**config.mk**
```make
export PLATFORM = sky130hd
export DESIGN_NAME = md_sched_flat
export DESIGN_NICKNAME = d
export VERILOG_FILES = /design/src/rtl/md_sched_if.sv /design/src/rtl/md_sched.sv /design/src/flat_wrapper.sv
export SDC_FILE = /design/constraint.sdc
export NUM_CORES = 1
export LEC_CHECK = 0
export BUFFER_PORTS_ARGS = -buffer_cell sky130_fd_sc_hd__buf_2
export CORE_AREA = 2 2 99 101
export DETAILED_ROUTE_END_ITERATION = 8
export DIE_AREA = 0 0 101 103
export GPL_TIMING_DRIVEN = 0
export PLACE_DENSITY = 0.68
export SLEW_MARGIN = 15
export SYNTH_ARGS = -nofsm -noshare
export SYNTH_HDL_FRONTEND = slang
export SYNTH_SLANG_ARGS = --single-unit
export TNS_END_PERCENT = 100
```
**constraint.sdc**
```tcl
create_clock -name clk -period 2.7 [get_ports clk]
set_input_delay 0.54 -clock clk [delete_from_list [all_inputs] [get_ports clk]]
set_output_delay 0.54 -clock clk [all_outputs]
set_load 0.05 [all_outputs]
```
**src/rtl/md_sched_if.sv**
```systemverilog
// Handshake/status bundle between the pipeline, the MD issue controller and the MDU.
// Signal names match the controller's original port list.
interface md_sched_if #(
    parameter int CNT_W = 32
);
    logic [3:0]       D_MDOp;
    logic [3:0]       E_MDOp;
    logic             E_Valid;
    logic             MDU_Busy;
    logic             MDU_Start;
    logic [3:0]       MDU_Op;
    logic             Busy;
    logic             Stall_D;
    logic             Err;
    logic [CNT_W-1:0] BusyCycles;
    logic [CNT_W-1:0] StallCycles;

    modport master (
        output D_MDOp, E_MDOp, E_Valid, MDU_Busy,
        input  MDU_Start, MDU_Op, Busy, Stall_D, Err, BusyCycles, StallCycles
    );

    modport slave (
        input  D_MDOp, E_MDOp, E_Valid, MDU_Busy,
        output MDU_Start, MDU_Op, Busy, Stall_D, Err, BusyCycles, StallCycles
    );
endinterface

```
**src/rtl/md_sched.sv**
```systemverilog
// MDU issue/hazard controller: issues E-stage MD ops, mirrors MDU occupancy with a
// countdown, stalls D on MD hazards, and keeps sticky error and saturating perf counters.
module md_sched #(
    parameter int MULT_CYCLES = 5,
    parameter int DIV_CYCLES  = 10,
    parameter int CNT_W       = 32
) (
    input logic        clk,
    input logic        reset,
    md_sched_if.slave  bus
);
    localparam int CNT_MAX = (DIV_CYCLES > MULT_CYCLES) ? DIV_CYCLES : MULT_CYCLES;
    localparam int CW      = $clog2(CNT_MAX + 1);

    typedef enum logic {IDLE, RUN} state_t;

    state_t           state_q, state_d;
    logic [CW-1:0]    cnt_q, cnt_d;
    logic             err_q, err_d;
    logic             first_q;
    logic [CNT_W-1:0] busy_cnt_q, stall_cnt_q;

    logic             is_calc, is_move, busy, start, stall;
    logic [3:0]       op;

    assign is_calc = bus.E_Valid && (bus.E_MDOp <= 4'd3);
    assign is_move = bus.E_Valid && (bus.E_MDOp >= 4'd4) && (bus.E_MDOp <= 4'd7);
    assign busy    = (state_q == RUN);

    always_comb begin
        state_d = state_q;
        cnt_d   = cnt_q;
        err_d   = err_q;
        start   = 1'b0;
        op      = 4'hF;
        case (state_q)
            IDLE: begin
                if (is_calc || is_move) op = bus.E_MDOp;
                if (is_calc) begin
                    start   = 1'b1;
                    state_d = RUN;
                    cnt_d   = (bus.E_MDOp <= 4'd1) ? CW'(MULT_CYCLES) : CW'(DIV_CYCLES);
                end
            end
            RUN: begin
                // Any MD op reaching E here means the pipeline failed to stall; drop it.
                if (is_calc || is_move) err_d = 1'b1;
                if (cnt_q > CW'(1)) begin
                    cnt_d = cnt_q - CW'(1);
                end else begin
                    cnt_d   = '0;
                    state_d = IDLE;
                end
            end
            default: state_d = IDLE;
        endcase
        // The MDU flag lags reset by one cycle, so the first post-reset cycle is not compared.
        if (!first_q && (bus.MDU_Busy != busy)) err_d = 1'b1;
    end

    assign stall = (bus.D_MDOp != 4'hF) && (start || busy);

    always_ff @(posedge clk) begin
        if (reset) begin
            state_q     <= IDLE;
            cnt_q       <= '0;
            err_q       <= 1'b0;
            first_q     <= 1'b1;
            busy_cnt_q  <= '0;
            stall_cnt_q <= '0;
        end else begin
            state_q <= state_d;
            cnt_q   <= cnt_d;
            err_q   <= err_d;
            first_q <= 1'b0;
            if (busy && (busy_cnt_q != '1))   busy_cnt_q  <= busy_cnt_q + CNT_W'(1);
            if (stall && (stall_cnt_q != '1)) stall_cnt_q <= stall_cnt_q + CNT_W'(1);
        end
    end

    assign bus.MDU_Start   = start;
    assign bus.MDU_Op      = op;
    assign bus.Busy        = busy;
    assign bus.Stall_D     = stall;
    assign bus.Err         = err_q;
    assign bus.BusyCycles  = busy_cnt_q;
    assign bus.StallCycles = stall_cnt_q;
endmodule

```
**src/flat_wrapper.sv**
```systemverilog
// flat-port wrapper written by rule: the top's interface ports become plain ports
module md_sched_flat 
#(
    parameter int MULT_CYCLES = 5,
    parameter int DIV_CYCLES  = 10,
    parameter int CNT_W       = 32
)
  (clk, reset, bus_D_MDOp, bus_E_MDOp, bus_E_Valid, bus_MDU_Busy, bus_MDU_Start, bus_MDU_Op, bus_Busy, bus_Stall_D, bus_Err, bus_BusyCycles, bus_StallCycles);
  md_sched_if #(.CNT_W(CNT_W)) bus_i ();
  input logic clk;
  input logic reset;
  input wire logic [$bits(bus_i.D_MDOp)-1:0] bus_D_MDOp;
  input wire logic [$bits(bus_i.E_MDOp)-1:0] bus_E_MDOp;
  input wire logic [$bits(bus_i.E_Valid)-1:0] bus_E_Valid;
  input wire logic [$bits(bus_i.MDU_Busy)-1:0] bus_MDU_Busy;
  output wire logic [$bits(bus_i.MDU_Start)-1:0] bus_MDU_Start;
  output wire logic [$bits(bus_i.MDU_Op)-1:0] bus_MDU_Op;
  output wire logic [$bits(bus_i.Busy)-1:0] bus_Busy;
  output wire logic [$bits(bus_i.Stall_D)-1:0] bus_Stall_D;
  output wire logic [$bits(bus_i.Err)-1:0] bus_Err;
  output wire logic [$bits(bus_i.BusyCycles)-1:0] bus_BusyCycles;
  output wire logic [$bits(bus_i.StallCycles)-1:0] bus_StallCycles;
  assign bus_i.D_MDOp = bus_D_MDOp;
  assign bus_i.E_MDOp = bus_E_MDOp;
  assign bus_i.E_Valid = bus_E_Valid;
  assign bus_i.MDU_Busy = bus_MDU_Busy;
  assign bus_MDU_Start = bus_i.MDU_Start;
  assign bus_MDU_Op = bus_i.MDU_Op;
  assign bus_Busy = bus_i.Busy;
  assign bus_Stall_D = bus_i.Stall_D;
  assign bus_Err = bus_i.Err;
  assign bus_BusyCycles = bus_i.BusyCycles;
  assign bus_StallCycles = bus_i.StallCycles;
  md_sched #(.MULT_CYCLES(MULT_CYCLES), .DIV_CYCLES(DIV_CYCLES), .CNT_W(CNT_W)) u_core (.clk(clk), .reset(reset), .bus(bus_i));
endmodule
```
# [Word-level counts from Yosys, hierarchy flattened]
# Index checks and enable logic that the tools add are counted.
[op_classes] add_sub_neg=3 eq_ne=5 n_lt_le_gt_ge=5 mux=14 bitwise=1 n_reduce_logical=13
[op_table] cell="adder 32 x 1 -> 32 bit (second input constant)" count=2
[op_table] cell="!= test 32 bit (second input constant)" count=2
[op_table] cell="two-way mux 4 bit" count=5
[op_table] cell="case mux 4 bit (2 select lines)" count=1
[op_table] cell="logical AND 1 bit" count=7
[op_table] cell="two-way mux 1 bit" count=7
[op_table] cell="greater-or-equal comparator 4 x 3 -> 1 bit (second input constant)" count=1
[op_table] cell="greater-than comparator 4 x 1 -> 1 bit (second input constant)" count=1
[op_table] cell="less-or-equal comparator 4 x 1 -> 1 bit (second input constant)" count=1
[op_table] cell="less-or-equal comparator 4 x 2 -> 1 bit (second input constant)" count=1
[op_table] cell="less-or-equal comparator 4 x 3 -> 1 bit (second input constant)" count=1
[op_table] cell="!= test 4 bit (second input constant)" count=1
[op_table] cell="nonzero test 2 bit" count=2
[op_table] cell="subtractor 4 x 1 -> 4 bit (second input constant)" count=1
[op_table] cell="logical OR 1 bit" count=2
[op_table] cell="!= test 2 x 1 -> 1 bit (second input constant)" count=1
[op_table] cell="case mux 1 bit (2 select lines)" count=1
[op_table] cell="AND reduction 2 bit" count=1
[op_table] cell="zero test 1 bit" count=1
[op_table] cell="!= test 1 bit" count=1
[op_table] cell="NOT 1 bit" count=1
[totals] regBits=71 elab_cells=47

# [Depth between registers and ports, before layout]
[logic_depth] ltp_word=7 ltp_mapped=7 depth_no_buf=7

# [Worst setup path after synthesis]
# No wires, ideal clock.
[synth_path] path_type="register -> output" start="register u_core.state_q (netlist: u_core.bus.Busy)" end="output port bus_MDU_Op[2]" path_slack_ns=-0.158 path_stages_with_launch=6 arrival_ns=2.318 path_cell_list="dfxtp_1 -> clkbuf_1 -> nor2_1 -> inv_1 -> nor2_1 -> inv_1"
[synth_between] elab_chain_cells=1
[synth_rtl] item="start: declaration" line="md_sched.sv:17" text="state_t state_q, state_d;"
[synth_rtl] item="start signal: assignment" line="md_sched.sv:72" text="state_q <= state_d;"
[synth_rtl] item="two-way mux 4 bit" line="md_sched.sv:36" text="case (state_q)"
[synth_rtl] item="end: declaration" line="flat_wrapper.sv:17" text="output wire logic [$bits(bus_i.MDU_Op)-1:0] bus_MDU_Op;"
# No other way between the ends.

# [Worst setup path in the final report]
[layout_path] start="register u_core.stall_cnt_q[12] (netlist: u_core.bus.StallCycles[12])" end="register u_core.stall_cnt_q[30] (netlist: u_core.bus.StallCycles[30])"
[layout_between] elab_chain_cells=2 elab_cells_between_ends=3
[layout_rtl] item="start: declaration" line="md_sched.sv:21" text="logic [CNT_W-1:0] busy_cnt_q, stall_cnt_q;"
[layout_rtl] item="start signal: assignment" line="md_sched.sv:77" text="if (stall && (stall_cnt_q != '1)) stall_cnt_q <= stall_cnt_q + CNT_W'(1);"
[layout_rtl] item="parallel branches: the longest is 2 deep, another holds adder 32 x 1 -> 32 bit"
# Several ways; the timed one is not identified.
# A chain may end at the register's enable or synchronous reset.

==> metrics.csv <==
metric,value,unit
status,finished clean,
Core Area,0.00946,mm²
H-tree depth,3,
WL/cell,14.5,µm
Synth Warn #,0,
DRT iter0 DRCs,141,
CTS Buf Count,9,
Setup WS pre-CTS,0.173,ns
vias per cell,5.58,
Synth area leaders,"dfxtp_1 (39%), nor2_1 (5.6%), xnor2_1 (5.5%)",
Synth Register Bits,71,
Fin Hold WS,0.400,ns
Ant. Diodes,0,
Std-Cell Rows,36,
placed inst area,0.00419,mm²
Boundary Pins,84,
type of destination of the critical path,flop,
final cell count without fillers,644,
Num Clock Sinks,71,
RSZ-0062 raised after global routing,false,
"Net Count, Synth",447,
main combinational cell family by area after synthesis,simple AND/OR/NAND/NOR gates,
Routed Antenna Nets,0,
Critical R2R Capture,u_core.bus.StallCycles[30]$_SDFFE_PP0P_,
Syn-to-layout area delta,21.5,%
"top cells by count, synth","dfxtp_1 (71), nor2_1 (54), a21oi_1 (35), o21ai_0 (24)",
CTS clock-pin slew for the worst setup and hold paths,0.09,ns
average size of a mapped cell,8.43,µm²
"Primary FF master, synth",dfxtp_1,
VDD IR max,0.000293,V
number of synthesized flops with an enable pin,0,
register area share after synthesis,39.1,%
Hold Path Origin,reset,
final hold vios,0,
CTS tree,done,
Overflow after GRT,0,
CP required,2.96,ns
layout cells sized above 1,24.7,%
Synth area leader,dfxtp_1,
NetSw,0.521,mW
Post-Synth XOR/XNOR Area,6.51,%
DRC Markers,0,
DP Cell Count,628,
post-DP HPWL,6750,µm
Routability Congestion,0.833,
Int Pwr,1.61,mW
Yosys top cell area share,39.1,%
Worst R2R Start,u_core.bus.StallCycles[12]$_SDFFE_PP0P_,
port bufs,83,
startpoint types,flop,
worst hold endpoint,u_core.first_q$_DFF_P_,
via count,3596,
R2R cell count,6,
first-pass GRT wire length,15100,µm
nets,541,
flop-to-flop setup slack,0.27,ns
initial antenna violation count,0,
leakage power,1.67,nW
Post-CTS Setup Inserts,0,
setup_tns,0,ns
post-synthesis compound-gate area fraction,16.8,%
max-cap violation count,0,
first-pass iteration count of the detailed router,4,
final setup violation count,0,
root buffer cell,clkbuf_8,
switching part of the total,24.4,%
die height,103,µm
Pwr per Cell Area,484,mW/mm²
clock group share of total power,44.0,%
Resized cells post-CTS,0,
CTS Buffer Depth,2,
clock latency at the later pin of the worst-skew pair,0.34,ns
largest net degree at the start of global routing,14,
Initial Utilization,38.4,%
adder-cell area share of the yosys netlist,1.38,%
critical path class,reg -> reg,
Seq pwr share,50.0,%
CP Max Fanout,10,
Hold Crit Depth,1,
vias in the first global route,3159,
total power,2.14,mW
Comb pwr share,6.0,%
DIE AREA,0.0104,mm²
async set-reset flop share out of synthesis,0,%
Max Slew Vio Count,0,
FMAX,0.412,GHz
Final Util,46.7,%
Layout Skew,0.0138,ns
minimum clock period,2.43,ns
GRT Util Overall,18.1,%
Worst Hold Class,in -> reg,
drt total wl,9310,µm
distinct cell type count after synthesis,57,
Die W,101,µm
Worst Tran Pin Value,0.799,ns
"Design Area, Final",0.00441,mm²
fillers,948,
"count leader, synth",dfxtp_1,
CTS Hold Buffers Added,0,
post-synthesis mux area share,2.69,%
crit path DAT,2.69,ns
Simple-Gate Fraction of Synth Area,29.3,%
"Period Utilization, post-route",89.9,%
synthesized area,0.00363,mm²
relative slew slack,46.5,%
worst setup margin,0.272,ns
Mapped Cells,431,
## layer usage
metal / wire length, µm / global-route usage [%] / vias up
met3: 416 / 4.07 / 8
met2: 4250 / 28.9 / 103
met5: 0 / 0 / -
li1: - / - / 1790
met1: 4530 / 24.7 / 1695
met4: 117 / 4.78 / 0
## placed cells by master (no fill, tap or decap), drive strengths merged, types with 2 or more instances in the layout
cell type and n:
buf 89, dfxtp 71, nor2 54, a21oi 35
o21ai 25, or3 23, xnor2 23, nand4 23
clkbuf 20, nand2 18, nand3 17, inv 16
nor4 12, a211oi 9, or4 8, mux2 6
o31ai 6, and4 6, nor3 5, and3 5
nand2b 4, xor2 4, nor2b 4, o2111ai 4
ha 4, o211ai 4, a31oi 3, a31o 3
mux2i 3, clkinv 3, a22oi 2, clkinvlp 2
bufinv 2, nor3b 2
## area by class of cell
type                       count  area [µm²]  share of cell area, %
buffer                        18        90.1                   2.04
clock buffer                   9         124                   2.81
clock inverter                 7        97.6                   2.21
inverter                      16        60.1                   1.36
multi-input combinational    326        2060                   46.7
sequential                    71        1420                   32.2
tap                          114         143                   3.23
timing repair buffer          83         415                   9.41
## critical path: stages (launching register included)
cell,delay (ns)
dfxtp_1,0.45
nand4_1,0.15
buf_2,0.22
nor4_4,0.60
nand4_1,0.37
or3_1,0.40
a21oi_1,0.14
## how the worst max path moves through the flow
| stage | start | to | cells past startpoint |
|---|---|---|---|
| 6_report | u_core.bus.StallCycles[12]$_SDFFE_PP0P_ | u_core.bus.StallCycles[30]$_SDFFE_PP0P_ | 6 |
| 4_1_cts | u_core.bus.StallCycles[12]$_SDFFE_PP0P_ | u_core.bus.StallCycles[30]$_SDFFE_PP0P_ | 6 |
| 3_3_place_gp | bus_E_MDOp[2] | u_core.bus.StallCycles[20]$_SDFFE_PP0P_ | 8 |
| 5_1_grt | u_core.bus.StallCycles[12]$_SDFFE_PP0P_ | u_core.bus.StallCycles[30]$_SDFFE_PP0P_ | 6 |
| 3_5_place_dp | bus_E_MDOp[2] | u_core.bus.StallCycles[20]$_SDFFE_PP0P_ | 8 |
| 2_1_floorplan | u_core.bus.Busy$_SDFF_PP0_ | bus_MDU_Op[2] | 5 |
## registers in the layout, indices dropped and copies added (netlist names)
signal                  flops
u_core.bus.Err              1
u_core.cnt_q                4
u_core.first_q              1
u_core.bus.StallCycles     32
u_core.bus.Busy             1
u_core.bus.BusyCycles      32
## cells by family after synthesis
kind of cell    after synthesis
compound gates               98
xor+xnor                     27
fa+ha+maj                     4
buf+inv                      34
flops                        71
mux                           9
simple gates                188
## power groups by stage
stage / Clock, mW / Combinational [mW] / Sequential [mW]
floorplan: 0 / 0.0741 / 1.11
global placement: 0 / 0.126 / 1.09
detailed placement: 0 / 0.129 / 1.09
CTS: 0.964 / 0.130 / 1.07
global route: 1.00 / 0.140 / 1.07
finish: 0.940 / 0.128 / 1.07
No activity file was read; power rests on OpenSTA's default activity.
